### config.mk
export PLATFORM = sky130hd
export DESIGN_NAME = tt_um_jleugeri_event_processor_array
export DESIGN_NICKNAME = d
export VERILOG_FILES = /design/src/rtl/tt_um_jleugeri_event_pkg.sv /design/src/rtl/tt_um_jleugeri_event_channel.sv /design/src/rtl/tt_um_jleugeri_event_processor_array.sv
export SDC_FILE = /design/constraint.sdc
export NUM_CORES = 1
export LEC_CHECK = 0
export CELL_PAD_IN_SITES_DETAIL_PLACEMENT = 1
export CELL_PAD_IN_SITES_GLOBAL_PLACEMENT = 2
export CORE_UTILIZATION = 44
export CTS_CLUSTER_DIAMETER = 100
export DETAILED_ROUTE_END_ITERATION = 6
export HOLD_SLACK_MARGIN = 0.06
export PLACE_DENSITY_LB_ADDON = 0.1
export RECOVER_POWER = 25
export SYNTH_ARGS = -nofsm -noshare
export SYNTH_HDL_FRONTEND = slang
export SYNTH_HIERARCHICAL = 1
export SYNTH_SLANG_ARGS = --single-unit
### constraint.sdc
create_clock -name clock_fast -period 7.2 [get_ports clock_fast]
set_clock_uncertainty 0.15 [all_clocks]
set_input_delay 0.72 -clock clock_fast [delete_from_list [all_inputs] [get_ports clock_fast]]
set_output_delay 0.72 -clock clock_fast [all_outputs]
set_load 0.01 [all_outputs]
### src/rtl/tt_um_jleugeri_event_pkg.sv
// Shared definitions for the event processor array: config field
// selectors, per-channel state encoding and the saturating adder.
package tt_um_jleugeri_event_pkg;

  localparam logic [1:0] CFG_GOOD_THR = 2'd0;
  localparam logic [1:0] CFG_BAD_THR  = 2'd1;
  localparam logic [1:0] CFG_DURATION = 2'd2;

  typedef enum logic {
    ST_IDLE = 1'b0,
    ST_ON   = 1'b1
  } ch_state_e;

  // Signed add clamped to the range of a w-bit two's complement value.
  // Operands arrive sign-extended to 32 bits; w is a constant at every
  // call site, so the bounds fold away in synthesis.
  function automatic logic signed [31:0] sat_add(input logic signed [31:0] a,
                                                 input logic signed [31:0] b,
                                                 input int w);
    logic signed [31:0] s;
    logic signed [31:0] hi;
    logic signed [31:0] lo;
    hi = (32'sd1 <<< (w - 1)) - 32'sd1;
    lo = -(32'sd1 <<< (w - 1));
    s  = a + b;
    if (s > hi)      sat_add = hi;
    else if (s < lo) sat_add = lo;
    else             sat_add = s;
  endfunction

endpackage

### src/rtl/tt_um_jleugeri_event_channel.sv
// One event channel: good/bad token accumulators, run-time thresholds and
// timeout, IDLE/ON state machine with a tick-gated timer.
module tt_um_jleugeri_event_channel
  import tt_um_jleugeri_event_pkg::*;
#(
  parameter int NEW_TOKENS_BITS = 4,
  parameter int TOKENS_BITS     = 8,
  parameter int DURATION_BITS   = 8,
  parameter int CFG_BITS        = 8
) (
  input  logic                       clk_i,
  input  logic                       rst_i,
  input  logic                       tick_i,
  input  logic [NEW_TOKENS_BITS-1:0] new_good_i,
  input  logic [NEW_TOKENS_BITS-1:0] new_bad_i,
  input  logic                       cfg_we_i,
  input  logic [1:0]                 cfg_sel_i,
  input  logic [CFG_BITS-1:0]        cfg_data_i,
  output logic                       token_start_o,
  output logic                       token_end_o,
  output logic                       is_on_o
);

  localparam logic [DURATION_BITS-1:0] DUR_ONE = DURATION_BITS'(1);

  logic signed [TOKENS_BITS-1:0] good_acc_q, good_acc_d;
  logic signed [TOKENS_BITS-1:0] bad_acc_q,  bad_acc_d;
  logic [TOKENS_BITS-1:0]        good_thr_q, good_thr_d;
  logic [TOKENS_BITS-1:0]        bad_thr_q,  bad_thr_d;
  logic [DURATION_BITS-1:0]      dur_q,      dur_d;
  logic [DURATION_BITS-1:0]      timer_q,    timer_d;
  logic                          dur_nz_q,   dur_nz_d;
  logic                          start_q,    start_d;
  logic                          end_q,      end_d;
  ch_state_e                     state_q,    state_d;

  // Comparisons are done one bit wider so a threshold with its MSB set is
  // treated as a large positive number rather than a negative one.
  logic signed [TOKENS_BITS:0] good_ext, bad_ext, good_thr_ext, bad_thr_ext;
  logic arm, kill, expired;

  assign good_ext     = {good_acc_q[TOKENS_BITS-1], good_acc_q};
  assign bad_ext      = {bad_acc_q[TOKENS_BITS-1], bad_acc_q};
  assign good_thr_ext = {1'b0, good_thr_q};
  assign bad_thr_ext  = {1'b0, bad_thr_q};

  assign arm     = (good_ext >= good_thr_ext) && (bad_ext <= bad_thr_ext);
  assign kill    = (bad_ext > bad_thr_ext);
  // A zero duration latched at start disables the timeout entirely.
  assign expired = (timer_q == '0) && dur_nz_q;

  // Config field update; the value is visible to the FSM from the next cycle.
  always_comb begin
    good_thr_d = good_thr_q;
    bad_thr_d  = bad_thr_q;
    dur_d      = dur_q;
    if (cfg_we_i) begin
      case (cfg_sel_i)
        CFG_GOOD_THR: good_thr_d = cfg_data_i[TOKENS_BITS-1:0];
        CFG_BAD_THR:  bad_thr_d  = cfg_data_i[TOKENS_BITS-1:0];
        CFG_DURATION: dur_d      = cfg_data_i[DURATION_BITS-1:0];
        default: ;
      endcase
    end
  end

  // Next state: accumulate every cycle, start/end transitions, timer countdown.
  always_comb begin
    state_d    = state_q;
    timer_d    = timer_q;
    dur_nz_d   = dur_nz_q;
    start_d    = 1'b0;
    end_d      = 1'b0;
    good_acc_d = TOKENS_BITS'(sat_add(32'(good_acc_q), 32'($signed(new_good_i)), TOKENS_BITS));
    bad_acc_d  = TOKENS_BITS'(sat_add(32'(bad_acc_q),  32'($signed(new_bad_i)),  TOKENS_BITS));
    case (state_q)
      ST_IDLE: begin
        if (arm) begin
          state_d  = ST_ON;
          start_d  = 1'b1;
          timer_d  = dur_q;
          dur_nz_d = |dur_q;
        end
      end
      ST_ON: begin
        if (kill || expired) begin
          // Ending wipes both accumulators, discarding this cycle's input.
          state_d    = ST_IDLE;
          end_d      = 1'b1;
          good_acc_d = '0;
          bad_acc_d  = '0;
        end else if (tick_i && (timer_q != '0)) begin
          timer_d = timer_q - DUR_ONE;
        end
      end
      default: state_d = ST_IDLE;
    endcase
  end

  // Channel state registers.
  always_ff @(posedge clk_i or posedge rst_i) begin
    if (rst_i) begin
      state_q    <= ST_IDLE;
      good_acc_q <= '0;
      bad_acc_q  <= '0;
      good_thr_q <= '0;
      bad_thr_q  <= '0;
      dur_q      <= '0;
      timer_q    <= '0;
      dur_nz_q   <= 1'b0;
      start_q    <= 1'b0;
      end_q      <= 1'b0;
    end else begin
      state_q    <= state_d;
      good_acc_q <= good_acc_d;
      bad_acc_q  <= bad_acc_d;
      good_thr_q <= good_thr_d;
      bad_thr_q  <= bad_thr_d;
      dur_q      <= dur_d;
      timer_q    <= timer_d;
      dur_nz_q   <= dur_nz_d;
      start_q    <= start_d;
      end_q      <= end_d;
    end
  end

  assign token_start_o = start_q;
  assign token_end_o   = end_q;
  assign is_on_o       = (state_q == ST_ON);

endmodule

### src/rtl/tt_um_jleugeri_event_processor_array.sv
// Array of independent event channels on one clock, sharing a config port
// and a tick enable that provides the slow timebase for all timers.
module tt_um_jleugeri_event_processor_array
  import tt_um_jleugeri_event_pkg::*;
#(
  parameter  int NUM_CHANNELS    = 4,
  parameter  int NEW_TOKENS_BITS = 4,
  parameter  int TOKENS_BITS     = 8,
  parameter  int DURATION_BITS   = 8,
  localparam int CFG_BITS        = (TOKENS_BITS > DURATION_BITS) ? TOKENS_BITS : DURATION_BITS,
  localparam int CH_BITS         = (NUM_CHANNELS > 1) ? $clog2(NUM_CHANNELS) : 1
) (
  input  logic                                    clock_fast,
  input  logic                                    reset,
  input  logic                                    tick,
  input  logic [NUM_CHANNELS*NEW_TOKENS_BITS-1:0] new_good_tokens,
  input  logic [NUM_CHANNELS*NEW_TOKENS_BITS-1:0] new_bad_tokens,
  input  logic                                    cfg_we,
  input  logic [CH_BITS-1:0]                      cfg_channel,
  input  logic [1:0]                              cfg_sel,
  input  logic [CFG_BITS-1:0]                     cfg_data,
  output logic [NUM_CHANNELS-1:0]                 token_start,
  output logic [NUM_CHANNELS-1:0]                 token_end,
  output logic [NUM_CHANNELS-1:0]                 is_on,
  output logic                                    any_on
);

  for (genvar i = 0; i < NUM_CHANNELS; i++) begin : g_ch
    // Indices with no matching channel never decode, so such writes drop.
    logic ch_we;
    assign ch_we = cfg_we && (cfg_channel == CH_BITS'(i));

    tt_um_jleugeri_event_channel #(
      .NEW_TOKENS_BITS(NEW_TOKENS_BITS),
      .TOKENS_BITS    (TOKENS_BITS),
      .DURATION_BITS  (DURATION_BITS),
      .CFG_BITS       (CFG_BITS)
    ) u_ch (
      .clk_i        (clock_fast),
      .rst_i        (reset),
      .tick_i       (tick),
      .new_good_i   (new_good_tokens[i*NEW_TOKENS_BITS +: NEW_TOKENS_BITS]),
      .new_bad_i    (new_bad_tokens[i*NEW_TOKENS_BITS +: NEW_TOKENS_BITS]),
      .cfg_we_i     (ch_we),
      .cfg_sel_i    (cfg_sel),
      .cfg_data_i   (cfg_data),
      .token_start_o(token_start[i]),
      .token_end_o  (token_end[i]),
      .is_on_o      (is_on[i])
    );
  end

  assign any_on = |is_on;

endmodule

==> results.yml <==
logic_synthesis:
  synth_area_per_cell_sq_um: 10.1
  yosys-top-cells-area: "dfrtp_1 39%, ha_1 13%, mux2_2 5.7%, a21oi_1 4.2%, inv_1 3.7%"
  synth_top_area_share_pct: 39.0
  seq_area_frac_synth_pct: 39.0
  synthCells: 1319
  synth_edf_count: 0
  synth_most_common_cell: "dfrtp_1"
  syn_nets: 1515
  ys_ff_latch: 208
  yosysWarnings: 6
  ys.flop_type: "dfrtp_1"
  async_flop_share_pct: 100
  synth_area_sq_mm: 0.0133
  yosys-top-cells-count: "208 x dfrtp_1, 140 x ha_1, 131 x inv_1"
  synth_cell_types: 84
  synth_area_leader_cell: "dfrtp_1"
clocking:
  cts-root-buf: "clkbuf_16"
  postCtsHoldBufs: 0
  cts_setup_buffers: 0
  cts_made_buffers: 24
  ctsResizeCount: 0
  cts_tree: "built"
  clock_path_buffers: 3
  clkTransAtPathRegs_ns: 0.06
  clk-insertion-delay-late_ns: 0.51
  htreeDepth: 1
  cts.sinks: 208
detailed_routing:
  drt-vias-per-instance: 5.70
  drt_first_pass_iters: 4
  drc: 0
  ant_nets: 0
  wirelength_um: 33000
  wl_per_cell_um: 18.5
  vias: 10200
  drtIter0Drc: 446
die:
  die_h_um: 176
  start_util_pct: 44.9
  num_rows: 63
  design.core.area_sq_mm: 0.0297
  num_io_pins: 61
  die_area_sq_mm: 0.0310
  die_x_um: 176
setup_path:
  crit_path_start: "reset"
  cp_max_fo: 52
  crit_type: "primary input to asynchronous set/reset pin"
  crit_arrival_ns: 3.52
  r2r_end: "g_ch[1].u_ch/good_acc_q[4]"
  worstReg2RegStart: "g_ch[1].u_ch/timer_q[0]"
  reg2reg_depth: 8
  r2r_setup_slack_ns: 4.28
  crit_required_ns: 7.04
  crit_end: "g_ch[1].u_ch/bad_acc_q[4]"
  end_kind: "asynchronous set/reset pin"
  worstSetupStartpointType: "primary input"
power:
  p_per_area_mw_per_mm2: 449
  leakage_nw: 6.73
  peakVddDrop_mv: 0.197
timing:
  relSlewSlack_pct: -90.1
  post-route-period-util_pct: 51.1
  setup_viol: 0
  rsz0062_at_grt: "no"
  fmax_mhz: 272
  hold_viol: 0
  report.final.slew_viol_count: 106
  setup_ws_ns: 3.52
  fin_crit_ns: 3.68
  max_slew.worst_pin.slew_ns: 2.85
  tns_ns: 0
layout:
  postLayoutCoreUtil_pct: 50.6
  fillers: 3302
  area_growth_syn_to_layout_pct: 12.6
  layout.cells.non_filler: 1785
  stdcell_area_sq_mm: 0.0150
  final_nets: 1576
  drive_gt1_share_pct: 10.5
placed_design:
  place_worst_setup_slack_ns: 3.72
  dpl_cell_area_sq_mm: 0.0143
  dp.cells: 1744
  dp_hpwl_um: 23900
  io_buffers: 60
  place_congestion: 0.798
global_route:
  grt_pass1_vias: 10600
  grtUsageTotal_pct: 21.7
  overflow: 0
  antenna_found_initial: 1
  grt_max_degree: 53
  grt_pass1_wl_um: 54600
run:
  drv_cap: 2
min_path:
  hold_path_class: "flop to flop"
  hold_depth: 1
status:
  violations: "capacitance limit, slew limit"
  outcome: "complete, but fails checks"
where the power goes:
group | switching [mW] | total (mW) | internal, mW
clock network | 0.465 | 1.17 | 0.700
logic | 1.97 | 3.55 | 1.58
registers | 0.403 | 2.04 | 1.64
total | 2.84 | 6.76 | 3.92
cell usage in the layout (no fill, tap or decap), types with 8 or more instances in the layout:
master and instances:
ha_1 140, o21ai_1 9, inv_1 127, clkdlybuf4s50_1 58
a221oi_1 11, o22ai_1 18, a21o_1 26, a2bb2oi_1 20
a31oi_1 12, nand3_1 23, nand2_1 94, a211oi_1 23
and3_1 13, nor3_1 13, a21oi_1 112, a211o_1 8
xnor2_1 23, nand4b_1 8, a311oi_1 13, nor3b_1 10
o31ai_1 19, a21boi_0 8, o21a_1 11, nand4_1 8
nor2b_1 17, xor2_1 17, nor4_1 12, clkbuf_16 25
nor2_1 29, o21ai_0 56, clkbuf_1 8, dfrtp_1 208
nand3b_1 9, fa_1 8, mux2_2 68
flip-flops by register name (all words and copies together) (netlist names):
name and count:
g_ch.u_ch/bad_acc_q 32, g_ch.u_ch/is_on_o 4, g_ch.u_ch/good_acc_q 32, g_ch.u_ch/token_start_o 4, g_ch.u_ch/timer_q 32, g_ch.u_ch/bad_thr_q 32
g_ch.u_ch/dur_nz_q 4, g_ch.u_ch/good_thr_q 32, g_ch.u_ch/token_end_o 4, g_ch.u_ch/dur_q 32
final cells by class:
type / instances / area, sq um / share of cell area [%]
Multi-Input combinational cell: 946 / 7430 / 49.4
Antenna cell: 1 / 2.50 / 0.0166
Clock buffer: 36 / 737 / 4.90
Tap cell: 390 / 488 / 3.25
Inverter: 131 / 492 / 3.27
Clock inverter: 4 / 23.8 / 0.158
Timing Repair Buffer: 69 / 653 / 4.34
Sequential cell: 208 / 5200 / 34.6
critical path, stage by stage:
cell	delay [ns]
dlygate4sd3_1	0.68
clkinv_1	0.08
clkbuf_1	2.01
worst min path at each step:
stage,startpoint,endpoint,slack (ns)
2_1_floorplan,g_ch[0].u_ch/dur_nz_q,g_ch[0].u_ch/dur_nz_q,0.31
3_3_place_gp,g_ch[0].u_ch/dur_nz_q,g_ch[0].u_ch/dur_nz_q,0.32
3_5_place_dp,g_ch[0].u_ch/dur_nz_q,g_ch[0].u_ch/dur_nz_q,0.33
4_1_cts,g_ch[0].u_ch/dur_nz_q,g_ch[0].u_ch/dur_nz_q,0.34
5_1_grt,g_ch[0].u_ch/dur_nz_q,g_ch[0].u_ch/dur_nz_q,0.35
6_report,g_ch[0].u_ch/dur_nz_q,g_ch[0].u_ch/dur_nz_q,0.35
through the flow:
stage | hold WS, ns | power [mW]
global placement | 0.318 | 5.48
finish | 0.346 | 6.76
floorplan | 0.308 | 4.74
global route | 0.355 | 7.37
detailed placement | 0.329 | 5.60
CTS | 0.342 | 6.83
routing by layer:
layer	global-route usage [%]	wire, um	vias to the layer above
met5	0	0	-
met4	4.20	362	0
met3	1.98	783	29
met2	36.6	15600	110
met1	30.5	16300	5063
li1	-	-	4981
cells by family after synthesis:
group                      count (synthesis)  share of synthesized area [%]
xor gates and xnor gates                  40                           2.62
AOI/OAI and AO/OA                        400                           20.8
buffers and inverters                    165                           5.31
and+or+nand+nor                          282                           11.6
muxes                                     76                           6.35
adders and majority gates                148                           14.3
DFF                                      208                           39.0
Power figures use the tool's default switching activity.
